File: src/rtl/top_pwm.sv
// -----------------------------------------------------------------------------
// top_pwm -- servo PWM generator for an MG995-class hobby servo.
//
// Generates a fixed frame of PERIOD_CYC clocks (20 ms at 50 MHz). The high
// time is picked by a 2-bit angle select: off / 0.5 ms / 1.5 ms / 2.5 ms.
// The select is synchronised, then sampled only at frame start, so a switch
// change mid-frame never produces a runt or stretched pulse.
//
// Optional feature (macro PWM_UART_REPORT_EN):
//   defined   -> every change of the applied select is sent as one ASCII byte
//                ('0'..'3') on Tx_o, UART 8N1, CLKS_PER_BIT clocks per bit,
//                with a one-deep "latest value wins" pending slot.
//   undefined -> no UART logic, Tx_o tied high (idle). PWM is unchanged.
//
// Ports:
//   Clk_i    in   1  system clock, rising edge
//   Reset_i  in   1  asynchronous active-low reset
//   Sel_i    in   2  angle select from board switches (asynchronous)
//   Pwm_o    out  1  servo PWM, registered
//   Tx_o     out  1  UART serial out, idle high, registered
// -----------------------------------------------------------------------------
module top_pwm #(
    parameter int CLK_HZ     = 50_000_000,
    parameter int PERIOD_CYC = CLK_HZ / 50,            // 20 ms
    parameter int DUTY1_CYC  = CLK_HZ / 2000,          // 0.5 ms
    parameter int DUTY2_CYC  = (CLK_HZ / 2000) * 3,    // 1.5 ms
    parameter int DUTY3_CYC  = (CLK_HZ / 2000) * 5     // 2.5 ms
`ifdef PWM_UART_REPORT_EN
    ,
    parameter int CLKS_PER_BIT = CLK_HZ / 115_200      // 115200 baud
`endif
) (
    input  logic       Clk_i,
    input  logic       Reset_i,
    input  logic [1:0] Sel_i,
    output logic       Pwm_o,
    output logic       Tx_o
);

    localparam int               CNT_W    = $clog2(PERIOD_CYC);
    localparam logic [CNT_W-1:0] CNT_LAST = CNT_W'(PERIOD_CYC - 1);
    localparam logic [CNT_W-1:0] DUTY1    = CNT_W'(DUTY1_CYC);
    localparam logic [CNT_W-1:0] DUTY2    = CNT_W'(DUTY2_CYC);
    localparam logic [CNT_W-1:0] DUTY3    = CNT_W'(DUTY3_CYC);

    logic [1:0]       r_sel_meta;
    logic [1:0]       r_sel_sync;
    logic [CNT_W-1:0] r_cnt;
    logic [1:0]       r_sel_app;
    logic             r_pwm;
    logic             w_frame_start;
    logic [1:0]       w_sel_cur;
    logic [CNT_W-1:0] w_duty;

    // NOTE: the synchroniser flops are intentionally left without reset so they
    // keep tracking the switches while reset is held; the first frame after
    // release therefore already uses the real switch setting.
    always_ff @(posedge Clk_i) begin
        r_sel_meta <= Sel_i;
        r_sel_sync <= r_sel_meta;
    end

    assign w_frame_start = (r_cnt == '0);

    // At frame start the freshly latched select must already drive the first
    // compare, otherwise the first cycle of the frame would use the old duty.
    assign w_sel_cur = w_frame_start ? r_sel_sync : r_sel_app;

    always_comb begin
        // NOTE: default assignment first so every path drives w_duty and no
        // latch is inferred.
        w_duty = '0;
        case (w_sel_cur)
            2'd1:    w_duty = DUTY1;
            2'd2:    w_duty = DUTY2;
            2'd3:    w_duty = DUTY3;
            default: w_duty = '0;
        endcase
    end

    // NOTE: non-blocking assignments so every register samples the values that
    // existed before the clock edge, independent of statement order.
    always_ff @(posedge Clk_i or negedge Reset_i) begin
        if (!Reset_i) begin
            r_cnt     <= '0;
            r_sel_app <= '0;
            r_pwm     <= 1'b0;
        end else begin
            r_cnt <= (r_cnt == CNT_LAST) ? '0 : r_cnt + 1'b1;
            if (w_frame_start) begin
                r_sel_app <= r_sel_sync;
            end
            r_pwm <= (r_cnt < w_duty);
        end
    end

    assign Pwm_o = r_pwm;

`ifdef PWM_UART_REPORT_EN
    localparam int               BIT_W    = $clog2(CLKS_PER_BIT);
    localparam logic [BIT_W-1:0] BIT_LAST = BIT_W'(CLKS_PER_BIT - 1);

    typedef enum logic [1:0] {
        TX_IDLE,
        TX_START,
        TX_DATA,
        TX_STOP
    } tx_state_t;

    tx_state_t        r_state;
    logic [BIT_W-1:0] r_clk_cnt;
    logic [2:0]       r_bit_idx;
    logic [7:0]       r_shift;
    logic             r_tx;
    logic             r_pend_vld;
    logic [1:0]       r_pend_sel;
    logic             w_report;

    // A report is due when the select latched at this frame start differs
    // from the one applied during the previous frame.
    assign w_report = w_frame_start && (r_sel_sync != r_sel_app);

    always_ff @(posedge Clk_i or negedge Reset_i) begin
        if (!Reset_i) begin
            r_state    <= TX_IDLE;
            r_clk_cnt  <= '0;
            r_bit_idx  <= '0;
            r_shift    <= '0;
            r_tx       <= 1'b1;
            r_pend_vld <= 1'b0;
            r_pend_sel <= '0;
        end else begin
            case (r_state)
                TX_IDLE: begin
                    if (r_pend_vld) begin
                        r_state    <= TX_START;
                        r_tx       <= 1'b0;
                        r_clk_cnt  <= '0;
                        r_shift    <= {6'b0011_00, r_pend_sel};   // ASCII '0'..'3'
                        r_pend_vld <= 1'b0;
                    end
                end
                TX_START: begin
                    if (r_clk_cnt == BIT_LAST) begin
                        r_clk_cnt <= '0;
                        r_bit_idx <= '0;
                        r_state   <= TX_DATA;
                        r_tx      <= r_shift[0];
                    end else begin
                        r_clk_cnt <= r_clk_cnt + 1'b1;
                    end
                end
                TX_DATA: begin
                    if (r_clk_cnt == BIT_LAST) begin
                        r_clk_cnt <= '0;
                        if (r_bit_idx == 3'd7) begin
                            r_state <= TX_STOP;
                            r_tx    <= 1'b1;
                        end else begin
                            r_bit_idx <= r_bit_idx + 1'b1;
                            r_shift   <= {1'b0, r_shift[7:1]};
                            r_tx      <= r_shift[1];
                        end
                    end else begin
                        r_clk_cnt <= r_clk_cnt + 1'b1;
                    end
                end
                TX_STOP: begin
                    if (r_clk_cnt == BIT_LAST) begin
                        r_clk_cnt <= '0;
                        // A pending report goes out back-to-back with no idle gap.
                        if (r_pend_vld) begin
                            r_state    <= TX_START;
                            r_tx       <= 1'b0;
                            r_shift    <= {6'b0011_00, r_pend_sel};
                            r_pend_vld <= 1'b0;
                        end else begin
                            r_state <= TX_IDLE;
                        end
                    end else begin
                        r_clk_cnt <= r_clk_cnt + 1'b1;
                    end
                end
                default: r_state <= TX_IDLE;
            endcase

            // Placed after the FSM so a new report overrides a slot consumed on
            // the same edge; a newer value also overwrites an unsent one.
            if (w_report) begin
                r_pend_vld <= 1'b1;
                r_pend_sel <= r_sel_sync;
            end
        end
    end

    assign Tx_o = r_tx;
`else
    assign Tx_o = 1'b1;
`endif

endmodule

File: config.mk
export PLATFORM = sky130hd
export DESIGN_NAME = top_pwm
export DESIGN_NICKNAME = d
export VERILOG_FILES = /design/src/rtl/top_pwm.sv
export SDC_FILE = /design/constraint.sdc
export NUM_CORES = 1
export LEC_CHECK = 0
export ABC_AREA = 1
export ABC_CLOCK_PERIOD_IN_PS = 2400
export CAP_MARGIN = 20
export CORE_MARGIN = 2
export CORE_UTILIZATION = 59
export CTS_CLUSTER_SIZE = 12
export DETAILED_ROUTE_END_ITERATION = 8
export PLACE_DENSITY = 0.81
export RECOVER_POWER = 100
export SETUP_SLACK_MARGIN = 0.1
export SLEW_MARGIN = 30
export SYNTH_ARGS = -nofsm -noshare
export SYNTH_HDL_FRONTEND = slang
export SYNTH_SLANG_ARGS = --single-unit
File: constraint.sdc
create_clock -name Clk_i -period 2.4 [get_ports Clk_i]
set_input_delay 0.24 -clock Clk_i [delete_from_list [all_inputs] [get_ports Clk_i]]
set_output_delay 0.24 -clock Clk_i [all_outputs]
set_load 0.01 [all_outputs]
* Yosys cells after proc, flatten, opt, wreduce, memory -nomap -nowiden
Index checks and enable logic that the tools add are counted.
** Storage, ports and cells
- Register bits after elaboration :: 27
- Input port bits :: 4
- Output and inout port bits :: 2
** Cells by class
- Add/sub/neg operators :: 1
- $lt $le $gt $ge :: 1
- Eq/ne operators :: 4
- Muxes and demuxes :: 3
- Reduce and logical (&&, ||, !) cells :: 1
** Operators by type and width (count)
- one-hot mux 17 bit (3 select lines) :: 1
- adder 20 x 1 -> 20 bit (second input constant) :: 1
- == test 20 bit (second input constant) :: 1
- logical NOT 20 bit :: 1
- < comparator 20 bit :: 1
- two-way mux 20 bit :: 1
- == test 2 bit (second input constant) :: 2
- == test 2 x 1 -> 1 bit (second input constant) :: 1
- two-way mux 2 bit :: 1

* Longest topological paths before layout
- Depth in word-level cells :: 5
- Depth in mapped cells :: 19

* Worst setup path before layout
OpenSTA, ideal clock, no wires.
- Path kind :: reg-to-reg
- Start :: register r_cnt[0]
- End :: register r_pwm (netlist: Pwm_o)
- Arrival :: 2.118 ns
- Data required time :: 2.323 ns
- Slack :: 0.205 ns
- Stages on the path, launching flop included :: 20
- Path buffers :: 0
- Clock period less this slack :: 2.195 ns
- Cell sequence :: dfrtp_1 inv_1 ha_1 inv_1 nor2_1 nand2_1 nor2_1 nand4_1 nand2_1 inv_1 nand2_1 nand2_1 ha_1 a21oi_1 o21ai_0 nand2_1 nand2_1 nand2_1 nand2_1 a21oi_1
** On the way
- Word-level cells in the longest chain between the ends :: 5
- Elaborated cells on any way between the ends :: 7
** RTL lines
- from (decl) :: line 48 : logic [CNT_W-1:0] r_cnt;
- from (signal assigned) :: line 89 : r_cnt <= (r_cnt == CNT_LAST) ? '0 : r_cnt + 1'b1;
- logical NOT 20 bit (*) :: line 63 : assign w_frame_start = (r_cnt == '0);
- two-way mux 2 bit (*)
- named net w_sel_cur[1] :: line 52 : logic [1:0] w_sel_cur;
- == test 2 bit / == test 2 x 1 -> 1 bit (equally long branches) :: line 73 : case (w_sel_cur)
- one-hot mux 17 bit (3 select lines) (*) :: line 73
- < comparator 20 bit (*) :: line 93 : r_pwm <= (r_cnt < w_duty);
- to (signal assigned) :: line 93
- to (decl) :: line 50 : logic r_pwm;
Mark *: on every way through the listed nets, which the timed path passes. The rest lies on a longest branch.

* Worst setup path after layout
- Start :: register r_cnt[5]
- End :: register r_pwm (netlist: Pwm_o)
** On the way
- Word-level cells in the longest chain between the ends :: 5
- Elaborated cells on any way between the ends :: 7
** RTL lines (line)
- logical NOT 20 bit :: 63
- two-way mux 2 bit
- == test 2 bit / == test 2 x 1 -> 1 bit (equally long branches) :: 73
- one-hot mux 17 bit (3 select lines) :: 73
- < comparator 20 bit (*) :: 93
Every way passes the cells marked *; elsewhere a longest branch is shown, timed or not.

==> out/results.ini <==
[outcome]
status=completed

[clocking]
hold_buffers=0
numCtsBuffers=3
cts_tree=built
path_clk_slew_ns=0.16
cts-root-buf=clkbuf_4
clk_path_buf_depth=2
cts.sinks=27
htree_levels=1
worst_skew_pair.late_latency_ns=0.34

[logic_synthesis]
netlist.area_leader.share=0.320
synth_area_um2=1800
ys_seq_area_frac=0.365
synth_seq_cells=27
syn_avg_cell_area_um2=7.49
ys_top_cells_by_area=dfrtp_1, nand2_1, ha_1
yosysTopAreaCell=dfrtp_1
syn-num-nets=257
syn_inst=240
synth_cell_types=33
yosys_warnings=0

[setup_path]
required_ns=2.69
reg2reg_depth=17
critical_path_class=reg2reg
crit_path_max_fanout=7
critPathArrivalTime_ns=2.67
crit_end=Pwm_o$_DFF_PN0_
worstSetupEndpointType=flop
r2r_end=Pwm_o$_DFF_PN0_
reg2reg_setup_slack_ns=0.02
crit_start=r_cnt[5]$_DFF_PN0_
rr_startpoint=r_cnt[5]$_DFF_PN0_
startpoint_type=flop

[routing]
via_per_inst=5.73
first_pass_iters=6
wl_um=4850
drtIter0Drc=167
num_vias=1736
antenna_left=0
avgRoutedWirePerCell_um=16.0
drc=0

[layout]
layout-drive-gt1-share=0.307
antenna_cells=0
final_cell_area_um2=2260
fin_nets=288
final_core_utilization=0.758
syn2layout_area_growth_pct=25.6
final-instance-count-excl-fill=303

[placement]
pre_cts_slack_ns=-0.00579
place_area_um2=2000
dp_cells=294
port_buffers=4
dp_hpwl_um=3200
gp_congestion=1.02

[power_and_ir_drop]
powerDensity_nw_per_um2=299
power.internal_uw=527
p_leak_nw=1.13
pwr-share-clk=0.303
switchingPower_uw=149
finalPower_uw=676
power_frac_comb=0.019
p_seq_frac=0.678
sw_frac_of_total=0.221
ir_worst_vdd_uv=221

[global_route]
grt_most_used_layer=met2
grt_pass1_vias=1503
met1_usage=0.353
grt_overflow=0
grt_max_degree=24
met3_usage=0.0328
use_met2=0.452
grt_antenna_before_repair=0
grt_pass1_wl_um=6940
grt_usage=0.269

[sta]
fin_crit_ns=2.38
worst_slack_ns=0.0233
worstMarginPinSlew_ns=1.28
max_slew_margin=0.143
fmax_mhz=421
rsz0062_at_grt=true
fin_skew_ns=0.0231
hold_viol_final=0
drv_slew=0
fin_crit_sh=0.990
setup-violations-final=0

[die]
row_count=20
ios=6
core_area_um2=2980
dieArea_um2=3510
initial_core_util=0.604
die_y_um=59.2
fp.dieW_um=59.2

[min_path]
hp-class=reg2reg

[run]
drv_cap=0

## area by class of cell
type,instances,area (um^2)
sequential,27,656
clock buffer,4,26.3
fill,198,719
timing repair buffer,29,235
multi-input combinational,167,1140
inverter,43,164
tap,33,41.3
## power groups by stage
stage | sequential [mW] | combinational [mW] | clock (mW)
4_1_cts | 0.458 | 0.0155 | 0.201
6_report | 0.458 | 0.0131 | 0.205
3_3_place_gp | 0.467 | 0.0153 | 0
2_1_floorplan | 0.467 | 0.00245 | 0
3_5_place_dp | 0.467 | 0.0154 | 0
5_1_grt | 0.459 | 0.0153 | 0.222
## logic make-up (layout without fill, tap and decap cells)
family | Yosys count | after routing | share of synthesized area
xor gates and xnor gates | 7 | 7 | 0.0341
buffers and inverters | 46 | 76 | 0.106
DFF | 27 | 27 | 0.365
adders and majority gates | 13 | 13 | 0.0905
and+or+nand+nor | 129 | 129 | 0.349
AOI/OAI and AO/OA | 17 | 17 | 0.0536
other | 1 | 1 | 0.00209
## Yosys cell counts (all sizes together)
master / count
or2: 2
dfrtp: 23
buf: 3
xor2: 6
and2: 1
o21ai: 5
o211ai: 1
nand4: 5
ha: 13
nand3: 16
a21oi: 8
a31oi: 1
nor3: 7
nand3b: 3
a211oi: 1
nor3b: 1
nor2: 37
dfxtp: 4
conb: 1
o22ai: 1
inv: 43
nand2: 56
nor4: 1
xnor2: 1
## worst max-delay path, cell delays in order (launching register included)
cell,delay [ns]
dfrtp_1,0.52
nor2_1,0.20
nand2_1,0.08
nor2_1,0.09
nand3_1,0.11
nand2_1,0.12
nand2_2,0.08
buf_6,0.14
nand2_8,0.08
inv_4,0.04
ha_4,0.23
nand2_2,0.06
inv_2,0.04
o21ai_2,0.12
a21oi_1,0.08
nor3_1,0.18
nand2_1,0.09
a21oi_2,0.09
## through the flow
| step | TNS (ns) | hold WS, ns |
|---|---|---|
| after floorplan | 0 | -0.0556 |
| after global placement | -0.0175 | 0.312 |
| after detailed placement | -0.00579 | 0.316 |
| after CTS | 0 | 0.255 |
| after global routing | -0.134 | 0.356 |
| final | 0 | 0.344 |
## layer usage
metal / wire, um / share of wire / vias up
li1: - / - / 812
met1: 2010 / 0.41 / 797
met2: 2250 / 0.46 / 94
met3: 345 / 0.071 / 33
met4: 244 / 0.050 / 0
met5: 0 / 0 / -
## cells in the final DEF (no fill, tap or decap), types with 3 or more instances in the layout
master         netlist  final
nand2_2              5      9
xor2_1               6      6
nand2_1             51     43
dfxtp_1              4      4
buf_4                1     21
clkbuf_4             0      3
ha_1                13      5
ha_4                 0      8
a21oi_1              8      6
nand2_4              0      3
inv_1               42     36
nor2_1              28     22
nand3b_1             3      3
dfrtp_1             23     23
inv_2                1      6
buf_6                2      3
dlygate4sd3_1        0      3
nand3_1             13     13
nand3_2              3      3
nor2_2               8     13
nand4_1              5      5
nor3_1               4      4
## timing repair
| action | in CTS | in global routing |
|---|---|---|
| pin swaps | 0 | 20 |
| setup buffers | 1 | 4 |
| resized for setup | 8 | 38 |
| setup endpoints to repair | 1 | 1 |
## registers in the layout, summed over array words and instances, names as in the netlist
| name | flops |
|---|---|
| r_sel_app | 2 |
| r_cnt | 20 |
| Pwm_o | 1 |
| r_sel_sync | 2 |
| r_sel_meta | 2 |
## how the worst min path moves through the flow
stage | cells after the start | startpoint | slack, ns | endpoint
global route | 0 | r_sel_meta[0]$_DFF_P_ | 0.36 | r_sel_sync[0]$_DFF_P_
CTS | 2 | Reset_i | 0.26 | r_cnt[17]$_DFF_PN0_
detailed placement | 0 | r_sel_meta[1]$_DFF_P_ | 0.32 | r_sel_sync[1]$_DFF_P_
finish | 0 | r_sel_meta[0]$_DFF_P_ | 0.34 | r_sel_sync[0]$_DFF_P_
floorplan | 0 | Reset_i | -0.06 | Pwm_o$_DFF_PN0_
global placement | 0 | r_sel_meta[0]$_DFF_P_ | 0.31 | r_sel_sync[0]$_DFF_P_
Note: power is estimated with default switching activity, not from simulation.
==> RTL change: new RTL, same settings <==
The parameter `CLK_HZ` goes from 50_000_000 to 25_000_000.
--- a/src/rtl/top_pwm.sv
+++ b/src/rtl/top_pwm.sv
@@ -20,7 +20,7 @@
 //   Tx_o     out  1  UART serial out, idle high, registered
 // -----------------------------------------------------------------------------
 module top_pwm #(
-    parameter int CLK_HZ     = 50_000_000,
+    parameter int CLK_HZ     = 25_000_000,
     parameter int PERIOD_CYC = CLK_HZ / 50,            // 20 ms
     parameter int DUTY1_CYC  = CLK_HZ / 2000,          // 0.5 ms
     parameter int DUTY2_CYC  = (CLK_HZ / 2000) * 3,    // 1.5 ms
Function: no difference found for any inputs over 10 cycles, from zero or initial values and one cycle with Reset_i low; that may be too few to reach the edited logic, so the function may still have changed.
==> RTL change against the original RTL <==
Synthesized area fell by 6.3%; sequential power is 3% lower; sequential cell count shrank 1; power increased by 0.85%; worst hold slack better by 0.00093 ns; routed wire length down 17%; largest power group unchanged; cell count shrank 7.9%; critical path type unchanged; clock power rose by 11%; design area decreased by 8.0%; synthesized cell count shrank 9.6%; setup slack better by 0.13 ns.
==> RTL change: results (changes against the original RTL) <==
Run status
  – Status: finished clean

Global routing
  – GR Util met1: 0.341 (-0.0117)
  – First-pass GRT wire length: 6.26 mm (-9.8%)
  – GR Util met2: 0.394 (-0.0576)
  – Vias in the first global route: 1,399 (-6.9%)
  – Largest net degree at the start of global routing: 23 (-4.2%)

Drt
  – Drt initial violations: 88 (-47%)
  – Via count: 1,539 (-11%)
  – Met2 routed WL: 1.91 mm (-15%)
  – Routed metal-1 wirelength: 1.79 mm (-11%)
  – DR pass1 iterations: 4 (-2)
  – Wirelength, routed: 4.01 mm (-17%)

Power
  – Clock Power Share: 0.334 (+0.031)
  – Clock network power: 228 uW (+11%)
  – Leakage: 1.02 nW (-10%)
  – Seq pwr: 442 uW (-3%)
  – Maximum vdd drop: 421 uV (+90%)
  – P_int: 537 uW (+2.0%)

Yosys
  – Mean Syn Cell Area: 7.76 sq um (+3.6%)
  – Async SR Flop Fraction: 0.846 (-0.00570)
  – Sequential area share after synthesis: 0.374 (+0.00979)
  – Largest cells by area after synthesis: dfrtp_1 33%, ha_1 9.7%, nand2_1 8.5%
  – Synth Area in XOR/XNOR: 0.0520 (+0.0179)
  – Synth Area in Adders: 0.0966 (+0.00612)
  – Cell variety after synth: 28 (-15%)

Placed design
  – Placer congestion estimate: 0.956 (-6.2%)
  – Placed Area: 1880 sq um (-6.2%)
  – Post-detail-place hpwl: 2.93 mm (-8.2%)

Layout
  – Nets@finish: 266 (-7.6%)
  – Area growth syn-to-layout: 23.3%
  – Share of cells above drive strength 1: 0.278 (-0.0292)
  – Max reg flops: 19 (-5.0%)

Clock tree
  – Reg clk slew, reported paths: 0.14 ns (-0.02 ns)
  – PostCTS Resize Cnt: 4 (-4)

Worst setup path
  – Crit path max fanout: 5 (-2)

Timing
  – Slew HR: 0.212 (+0.0688)
RTL change: changes by cell type in the layout (fill, tap and decap cells not counted), sizes merged, moves of 2 or more:
cell / before / now
o21ai: 5 / 3
nand3b: 3 / 0
nand4: 5 / 8
xor2: 6 / 9
nand2: 56 / 42
or2: 2 / 0
nor2: 37 / 40
nor3: 7 / 13
inv: 43 / 33
nand3: 16 / 10
RTL change: worst max-delay path, cell delays in order, from the launching register on:
cell and delay [ns]:
dfrtp_1 0.40, inv_1 0.06, ha_2 0.17, nand2_2 0.07, nor2_2 0.13, nand4_1 0.12, nand2_2 0.15, inv_2 0.07
nand2_4 0.08, nand2_2 0.10, ha_4 0.29, nand2_1 0.07, o21a_1 0.19, nor2_1 0.08, o21bai_1 0.06, nand2_1 0.06
a21oi_1 0.04
RTL change: final timing paths:
path | startpoint | end | slack, ns | depth (start not counted)
max | r_cnt[1]$_DFF_PN0_ | Pwm_o$_DFF_PN0_ | 0.16 | 16
min | r_sel_meta[1]$_DFF_P_ | r_sel_sync[1]$_DFF_P_ | 0.34 | 0
max reg2reg | r_cnt[1]$_DFF_PN0_ | Pwm_o$_DFF_PN0_ | 0.16 | 16
min reg2reg | r_sel_meta[1]$_DFF_P_ | r_sel_sync[1]$_DFF_P_ | 0.34 | 0
max in group asynchronous | Reset_i | r_cnt[9]$_DFF_PN0_ | 0.98 | 2
min in group asynchronous | Reset_i | r_cnt[15]$_DFF_PN0_ | 0.65 | 2
RTL change: layout make-up:
class / instances / share of cell area
Multi-Input combinational cell: 156 / 0.492
Sequential cell: 26 / 0.304
Timing Repair Buffer: 29 / 0.108
Inverter: 33 / 0.0596
Clock buffer: 4 / 0.0175
Tap cell: 31 / 0.0187
